===== src/rtl/phase_loop_filter.sv =====
// GPSDO loop filter: outlier rejection, block averaging, shift-gain PI control
// with a clamped DAC output and holdover on loss of PPS.
module phase_loop_filter #(
    parameter logic [23:0] SETPOINT    = 24'd100,
    parameter logic [23:0] MAX_ERR     = 24'd50,
    parameter int          AVG_LOG2    = 2,
    parameter int          KP_SHIFT    = 0,
    parameter int          KI_SHIFT    = 2,
    parameter int          INT_W       = 32,
    parameter int          DAC_W       = 16,
    parameter logic [DAC_W-1:0] DAC_MID = 16'd32768,
    parameter int          TIMEOUT_CYC = 15_000_000
) (
    input  logic             CLK_SYS,
    input  logic             CLK_RST,
    input  logic [23:0]      Measure_Phase,
    input  logic             Measure_Done,
    output logic [DAC_W-1:0] DAC_Code,
    output logic             DAC_Valid,
    output logic             Holdover,
    output logic [7:0]       Reject_Cnt
);
    localparam int ACC_W = 25 + AVG_LOG2;
    localparam int CNT_W = AVG_LOG2 + 1;
    localparam int SUM_W = INT_W + 2;
    localparam int TO_W  = $clog2(TIMEOUT_CYC + 1);

    localparam logic [CNT_W-1:0]        LAST_SMP = CNT_W'((1 << AVG_LOG2) - 1);
    localparam logic [TO_W-1:0]         TO_MAX   = TO_W'(TIMEOUT_CYC);
    localparam logic signed [INT_W-1:0] INT_MAX  = {1'b0, {(INT_W-1){1'b1}}};
    localparam logic signed [INT_W-1:0] INT_MIN  = {1'b1, {(INT_W-1){1'b0}}};
    localparam logic signed [SUM_W-1:0] DAC_MAX  = SUM_W'({DAC_W{1'b1}});

    typedef enum logic [2:0] {ACC, MEAN, INTEG, SUM, CLAMP} state_t;

    state_t                    state, state_nxt;
    logic signed [ACC_W-1:0]   acc;
    logic        [CNT_W-1:0]   smp_cnt;
    logic signed [24:0]        mean;
    logic signed [INT_W-1:0]   integ;
    logic signed [SUM_W-1:0]   u_q;
    logic        [TO_W-1:0]    to_cnt;

    logic signed [24:0]        err;
    logic        [24:0]        err_abs;
    logic                      accept, take, blk_done, reject, timeout;
    logic signed [INT_W:0]     integ_sum;
    logic signed [INT_W-1:0]   integ_sat;
    logic signed [SUM_W-1:0]   u_nxt;

    assign err      = $signed({1'b0, Measure_Phase}) - $signed({1'b0, SETPOINT});
    assign err_abs  = err[24] ? 25'(-err) : 25'(err);
    assign accept   = (err_abs <= {1'b0, MAX_ERR});
    assign take     = (state == ACC) && Measure_Done && accept;
    assign blk_done = take && (smp_cnt == LAST_SMP);
    assign reject   = Measure_Done && ((state != ACC) || !accept);
    // A fresh sample always wins over an expiring timeout in the same cycle.
    assign timeout  = (to_cnt == TO_MAX) && !Measure_Done;

    assign integ_sum = (INT_W+1)'(integ) + (INT_W+1)'(mean);
    always_comb begin
        integ_sat = integ_sum[INT_W-1:0];
        if (integ_sum[INT_W] != integ_sum[INT_W-1])
            integ_sat = integ_sum[INT_W] ? INT_MIN : INT_MAX;
    end

    assign u_nxt = $signed(SUM_W'(DAC_MID)) + SUM_W'(mean >>> KP_SHIFT)
                 + SUM_W'(integ >>> KI_SHIFT);

    always_comb begin
        state_nxt = state;
        case (state)
            ACC:     if (blk_done) state_nxt = MEAN;
            MEAN:    state_nxt = INTEG;
            INTEG:   state_nxt = SUM;
            SUM:     state_nxt = CLAMP;
            CLAMP:   state_nxt = ACC;
            default: state_nxt = ACC;
        endcase
        if (timeout) state_nxt = ACC;
    end

    always_ff @(posedge CLK_SYS or posedge CLK_RST) begin
        if (CLK_RST) state <= ACC;
        else         state <= state_nxt;
    end

    always_ff @(posedge CLK_SYS or posedge CLK_RST) begin
        if (CLK_RST) begin
            acc     <= '0;
            smp_cnt <= '0;
        end else if (timeout || state == MEAN) begin
            acc     <= '0;
            smp_cnt <= '0;
        end else if (take) begin
            acc     <= acc + ACC_W'(err);
            smp_cnt <= smp_cnt + 1'b1;
        end
    end

    always_ff @(posedge CLK_SYS or posedge CLK_RST) begin
        if (CLK_RST) begin
            mean      <= '0;
            integ     <= '0;
            u_q       <= '0;
            DAC_Code  <= DAC_MID;
            DAC_Valid <= 1'b0;
        end else begin
            DAC_Valid <= 1'b0;
            if (!timeout) begin
                case (state)
                    MEAN:  mean  <= 25'(acc >>> AVG_LOG2);
                    INTEG: integ <= integ_sat;
                    SUM:   u_q   <= u_nxt;
                    CLAMP: begin
                        if (u_q[SUM_W-1])       DAC_Code <= '0;
                        else if (u_q > DAC_MAX) DAC_Code <= '1;
                        else                    DAC_Code <= u_q[DAC_W-1:0];
                        DAC_Valid <= 1'b1;
                    end
                    default: ;
                endcase
            end
        end
    end

    always_ff @(posedge CLK_SYS or posedge CLK_RST) begin
        if (CLK_RST) begin
            Reject_Cnt <= '0;
            to_cnt     <= '0;
            Holdover   <= 1'b0;
        end else begin
            if (reject && Reject_Cnt != 8'hFF) Reject_Cnt <= Reject_Cnt + 8'd1;
            if (Measure_Done)          to_cnt <= '0;
            else if (to_cnt != TO_MAX) to_cnt <= to_cnt + 1'b1;
            if (Measure_Done)  Holdover <= 1'b0;
            else if (timeout)  Holdover <= 1'b1;
        end
    end
endmodule

===== config.mk =====
export PLATFORM = sky130hd
export DESIGN_NAME = phase_loop_filter
export DESIGN_NICKNAME = d
export VERILOG_FILES = /design/src/rtl/phase_loop_filter.sv
export SDC_FILE = /design/constraint.sdc
export NUM_CORES = 1
export LEC_CHECK = 0
export ABC_AREA = 1
export BUFFER_PORTS_ARGS = -buffer_cell sky130_fd_sc_hd__buf_2
export CAP_MARGIN = 5
export CORE_ASPECT_RATIO = 0.8
export CORE_UTILIZATION = 41
export CTS_CLUSTER_SIZE = 30
export DETAILED_ROUTE_END_ITERATION = 10
export PLACE_DENSITY = 0.63
export REMOVE_ABC_BUFFERS = 1
export SLEW_MARGIN = 25
export SYNTH_ARGS = -nofsm -noshare
export SYNTH_HDL_FRONTEND = slang
export SYNTH_SLANG_ARGS = --single-unit
export TNS_END_PERCENT = 1

===== constraint.sdc =====
create_clock -name CLK_SYS -period 8.5 [get_ports CLK_SYS]
set_clock_uncertainty 0.15 [all_clocks]
set_input_delay 0 -clock CLK_SYS [delete_from_list [all_inputs] [get_ports CLK_SYS]]
set_output_delay 0 -clock CLK_SYS [all_outputs]
set_load 0.02 [all_outputs]

# After elaboration in Yosys (flattened, before gate mapping)
# Cells that the tools add are included.
# word_totals
in_bits	27
reg_bits	174
# op_classes
magnitude_cmp	2
addsub	9
n_eq_ne	10
mux	18
n_bitwise	1
reduce_logical	19
# op_table
op	n
two-way mux 32 bit	2
two-way mux 27 bit	2
two-way mux 24 bit	2
greater-than comparator 34 x 17 -> 1 bit, second input constant	1
adder 32 x 25 -> 33 bit	1
two-way mux 16 bit	2
adder 26 x 30 -> 31 bit	1
adder 27 x 25 -> 27 bit	1
adder 17 x 25 -> 26 bit, first input constant	1
<= comparator 25 x 6 -> 1 bit, second input constant	1
two-way mux 25 bit	1
negator 25 bit	1
subtractor 24 x 7 -> 25 bit, second input constant	1
adder 24 x 1 -> 24 bit, second input constant	1
equality test 24 bit, second input constant	1
inequality test 24 bit, second input constant	1
two-way mux 3 bit	4
case mux 3 bit (4 select lines)	1
equality test 3 x 2 -> 1 bit, second input constant	3
adder 8 x 1 -> 8 bit, second input constant	1
inequality test 8 bit, second input constant	1
AND reduction 2 bit	4
logical AND 1 bit	6
nonzero test 2 bit	3
11 further kinds	16

# Depth between registers and ports, before layout
# depth
ltp_word	9
ltp_mapped	22
ltp_nobuf	22

# Worst setup path after synthesis
# OpenSTA, ideal clock, no wires.
# synth_path
path_kind	reg2reg
start	register mean[1]
end	register u_q[27]
setup_slack_ns	5.693
required_time_ns	8.268
path_stages_with_launch	15
t_arrival_ns	2.575
path_cell_list	dfrtp_1 ha_1 ha_1 fa_1 nand2_1 nand2_1 o21ai_0 o21ai_0 nand3_1 nand3_1 nand3_1 nand2_1 a21o_1 or2_2 a31oi_1
# synth_between
elab_chain_cells	2
# synth_lines
item	line_no	text
from (decl)	39	logic signed [24:0] mean;
from (signal assigned)	112	MEAN: mean <= 25'(acc >>> AVG_LOG2);
adder 17 x 25 -> 26 bit	67	assign u_nxt = $signed(SUM_W'(DAC_MID)) + SUM_W'(mean >>> KP_SHIFT)
adder 26 x 30 -> 31 bit	68	+ SUM_W'(integ >>> KI_SHIFT);
to (signal assigned)	114	SUM: u_q <= u_nxt;
to (decl)	41	logic signed [SUM_W-1:0] u_q;
# No other way between the ends.
# A chain may end at the register's enable or synchronous reset.

# Worst setup path after layout
# layout_path
start	register mean[0]
end	register integ[2]
# layout_between
elab_chain_cells	3
word_cells_on_any_way	4
# layout_lines
item	line_no	text
adder 32 x 25 -> 33 bit (*)	60	assign integ_sum = (INT_W+1)'(integ) + (INT_W+1)'(mean);
two-way mux 32 bit or inequality test 1 bit (tied branches)	64, 63	
two-way mux 32 bit (*)	63	if (integ_sum[INT_W] != integ_sum[INT_W-1])
to (signal assigned)	113	INTEG: integ <= integ_sat;
to (decl)	40	logic signed [INT_W-1:0] integ;
# Every way passes the cells marked *; elsewhere a longest branch is shown, timed or not.

==> results.txt <==
* Outcome: finished, final reports clean
- Setup repair bufs after CTS: 0
* Leading cell types by count after synthesis: nand2_1 (433), nor2_1 (185), dfrtp_1 (170), inv_1 (161), a21oi_1 (138)
- Summed over all layers, the global routing overflow is 0.
- Total global-route track usage: between 20% and 30%
- The routed layout has 12237 vias.
- At the end of routability-driven placement, the weighted congestion stood at slightly above 0.9.
* Filler cell count in the final layout: 3286
* Clock root buffer master: clkbuf_16
- TritonCTS built the clock tree.
- Synthesized area per cell: 7.49 um2
- The analysis attributes to cell leakage a power of around 7.7 nW.
* Worst reg2reg path depth: 17
- Data on the critical path arrives at its endpoint at roughly 4.0 ns.
* Final count of negative-setup-slack endpoints: 0
- STA classifies the critical path startpoint as a flop.
- Yosys mapped a number of flops with a built-in enable equal to 0.
- Buffers inserted during clock tree synthesis total 17.
* Area of the die: 33900 um2
- Worst IR drop on VDD: 0.152 mV
- The synthesized netlist contains 53 unique library cells.
- The first global-routing pass estimated 55700 um of wire.
* Pin count of the biggest net entering global routing: 101
* Wire length after detailed routing: approximately 34000 um
* Slew margin rel.: 36.1%
- The die is 165 um tall.
* Final hold violations: 0
- Post-CTS Hold Buffers: 4
* Required time of the critical path: 8.68 ns
* Source of the worst register-to-register timing path: mean[0]
- Synth top area cells: dfrtp_1 (31%), nand2_1 (12%), ha_1 (11%)
- Num rows: 59
- The H-tree was split into 4 levels.
- The initial antenna violation count came to 0.
* CORE AREA: 32600 um2
* FF+latch count, synth: 171
- Signed area change from the synthesized netlist to the final layout: 9.35%
- Buffers added on ports: 52
* Max capacitance violation total: 0
- For the pin with the worst max-slew slack, the measured transition is 0.950 ns.
- STA classifies the critical path endpoint as a flop.
- Start point of the critical path: mean[0]
- Power density of the placed cells: around 250 nW/um2
- N_diodes: 0
* Clock Latency Late Sink: 0.45 ns
- Cells with a size suffix above 1 make up roughly a tenth of the layout.
- In the finished design, the share of the clock period the worst path needs comes to 44.7%.
* Count leader, synth: nand2_1
* DRC violation count after routing: 0
- Post-CTS Resized: 0
- In this run the worst hold path is classified as in -> async.
* Post-Syn Area: 13600 um2
* Post-synth top area share: 31.3%
- Die boundary width: 206 um
- For this block, the initial DRC count from the detailed router was 814.
* Final ANT Viol Nets: 0
- In the post-route analysis, the smallest setup slack over all paths is 4.70 ns.
- Critical-path maximum fanout: 17
- Number of max-slew violations in the final report: 0
- Predominant post-synthesis flop cell: dfrtp_1
- In the synthesized netlist the async set-or-reset flop fraction comes to 100%.
- Once the floorplan was initialized, standard cells occupied 41.8% of the core.
- The biggest area contributor in the post-synthesis netlist is dfrtp_1.
* 1st-pass router iterations: 5
* Aggregate negative setup slack: 0 ns
* Syn Inst Count: between 1500 and 2000
- Worst slack at placement: 4.77 ns
* Sequential element share of the synthesized area: 31.5%
* Worst reg-to-reg setup slack: 4.70 ns
* Maximum number of buffers from clock root to sink: 2
* Ys Warns: 0
- Clock transition at the register clock pins on the worst setup and hold paths after CTS: 0.07 ns
* Number of global-route vias before repair: 11062
- The net count of the finished layout is roughly 2000.
- Clock Sinks: about 170
* Setup repair after global routing missed its margin: false
- DP Wirelength: 26300 um
- The worst path needs 3.80 ns of the cycle, external delays included.
- In the routed layout, each cell is associated on average with a via count of 5.34.
- F_max: 0.263 GHz
- I/O pin count: 53
- In the final routed layout, each cell accounts on average for 14.9 um.
* Crit Path Class: reg -> reg
## sequential cells by signal, summed over array words and instances (netlist names)
name        count
smp_cnt         3
DAC_Code       16
state           3
Holdover        1
integ          32
mean           25
to_cnt         24
acc            27
Reject_Cnt      8
u_q            31
DAC_Valid       1
## per-stage QoR
| stage | util (%) | hold WS, ns | power, mW | instances | cell area [um2] |
|---|---|---|---|---|---|
| after detailed placement | 43.7 | 0.135 | 2.89 | 2256 | 14200 |
| final | 45.7 | 0.0561 | 3.70 | 2292 | 14900 |
| after global placement | 43.7 | 0.132 | 2.86 | 2256 | 14200 |
| after CTS | 45.7 | 0.0967 | 3.72 | 2292 | 14900 |
| after global routing | 45.7 | 0.164 | 4.02 | 2292 | 14900 |
| after floorplan | - | -0.0869 | 2.42 | 1770 | 13300 |
## where the power goes
| group | leakage [nW] | internal, mW | total [mW] | switching, mW |
|---|---|---|---|---|
| registers | 2.18 | 1.03 | 1.19 | 0.158 |
| clock network | 0.291 | 0.447 | 0.808 | 0.360 |
| logic | 5.25 | 0.582 | 1.70 | 1.12 |
| total | 7.73 | 2.06 | 3.70 | 1.64 |
## path summary, 6_finish.rpt
| path | end |
|---|---|
| worst max-delay path | integ[2] |
| worst min-delay path | DAC_Valid |
| worst max register to register | integ[2] |
| worst min register to register | to_cnt[22] |
| max in group asynchronous | mean[5] |
| min in group CLK_SYS | acc[14] |
## placed cells by master, fill, tap and decap left out, types with 5 or more instances in the layout
cell / Yosys / routed
nand2_1: 433 / 431
nor2_1: 185 / 184
dfrtp_1: 170 / 170
inv_1: 161 / 160
a21oi_1: 138 / 138
ha_1: 120 / 120
o21ai_0: 117 / 117
nand3_1: 83 / 83
nand4_1: 64 / 64
xor2_1: 57 / 57
buf_2: 13 / 52
nand3_2: 32 / 32
xnor2_1: 29 / 29
nor3_1: 29 / 27
mux2_2: 22 / 22
clkbuf_16: 0 / 17
a21o_1: 14 / 14
nor4_1: 11 / 11
a31oi_1: 11 / 11
o21bai_1: 10 / 10
nand3b_1: 9 / 9
fa_1: 8 / 8
o211ai_1: 7 / 7
nand2_2: 5 / 7
buf_4: 5 / 7
and2_1: 6 / 6
nor2_2: 5 / 5
nand2_4: 5 / 5
## kinds of logic (layout without fill, tap and decap cells)
group	Yosys count	count (layout)	share of synthesized area, %
buf+inv	210	261	6.39
xor+xnor	87	87	5.66
compound gates	320	320	13.0
fa+ha+maj	128	128	12.2
simple gates	876	876	29.4
flops	171	171	31.5
mux	22	22	1.82
## layer usage
| metal | GRT usage, % | wire, um |
|---|---|---|
| met2 | 31.1 | 14900 |
| met1 | 30.9 | 17600 |
| met5 | 0 | 0 |
| met4 | 4.31 | 271 |
| met3 | 2.90 | 1520 |
## worst max-delay path, stage by stage, from the launching register on
cell,delay (ns)
dfrtp_1,0.38
ha_1,0.19
inv_1,0.06
fa_1,0.40
nand3b_1,0.17
nand2_1,0.11
a21oi_1,0.13
o21bai_1,0.33
nand3_1,0.12
nand2_1,0.17
nand4_1,0.13
nand2_1,0.09
nand2_1,0.05
nand2_1,0.08
nand2_1,0.07
nand2_1,0.60
buf_4,0.34
a21oi_1,0.10
## layout make-up
cell class	instances	area (um2)	area share (%)
multi-input cells	1433	8470	57.0
clock buffers	18	439	2.95
well taps	427	534	3.59
clock inverters	14	160	1.08
flip-flops and latches	171	4280	28.8
inverters	166	631	4.24
repair buffers	63	353	2.37
No activity file was read; power rests on OpenSTA's default activity.
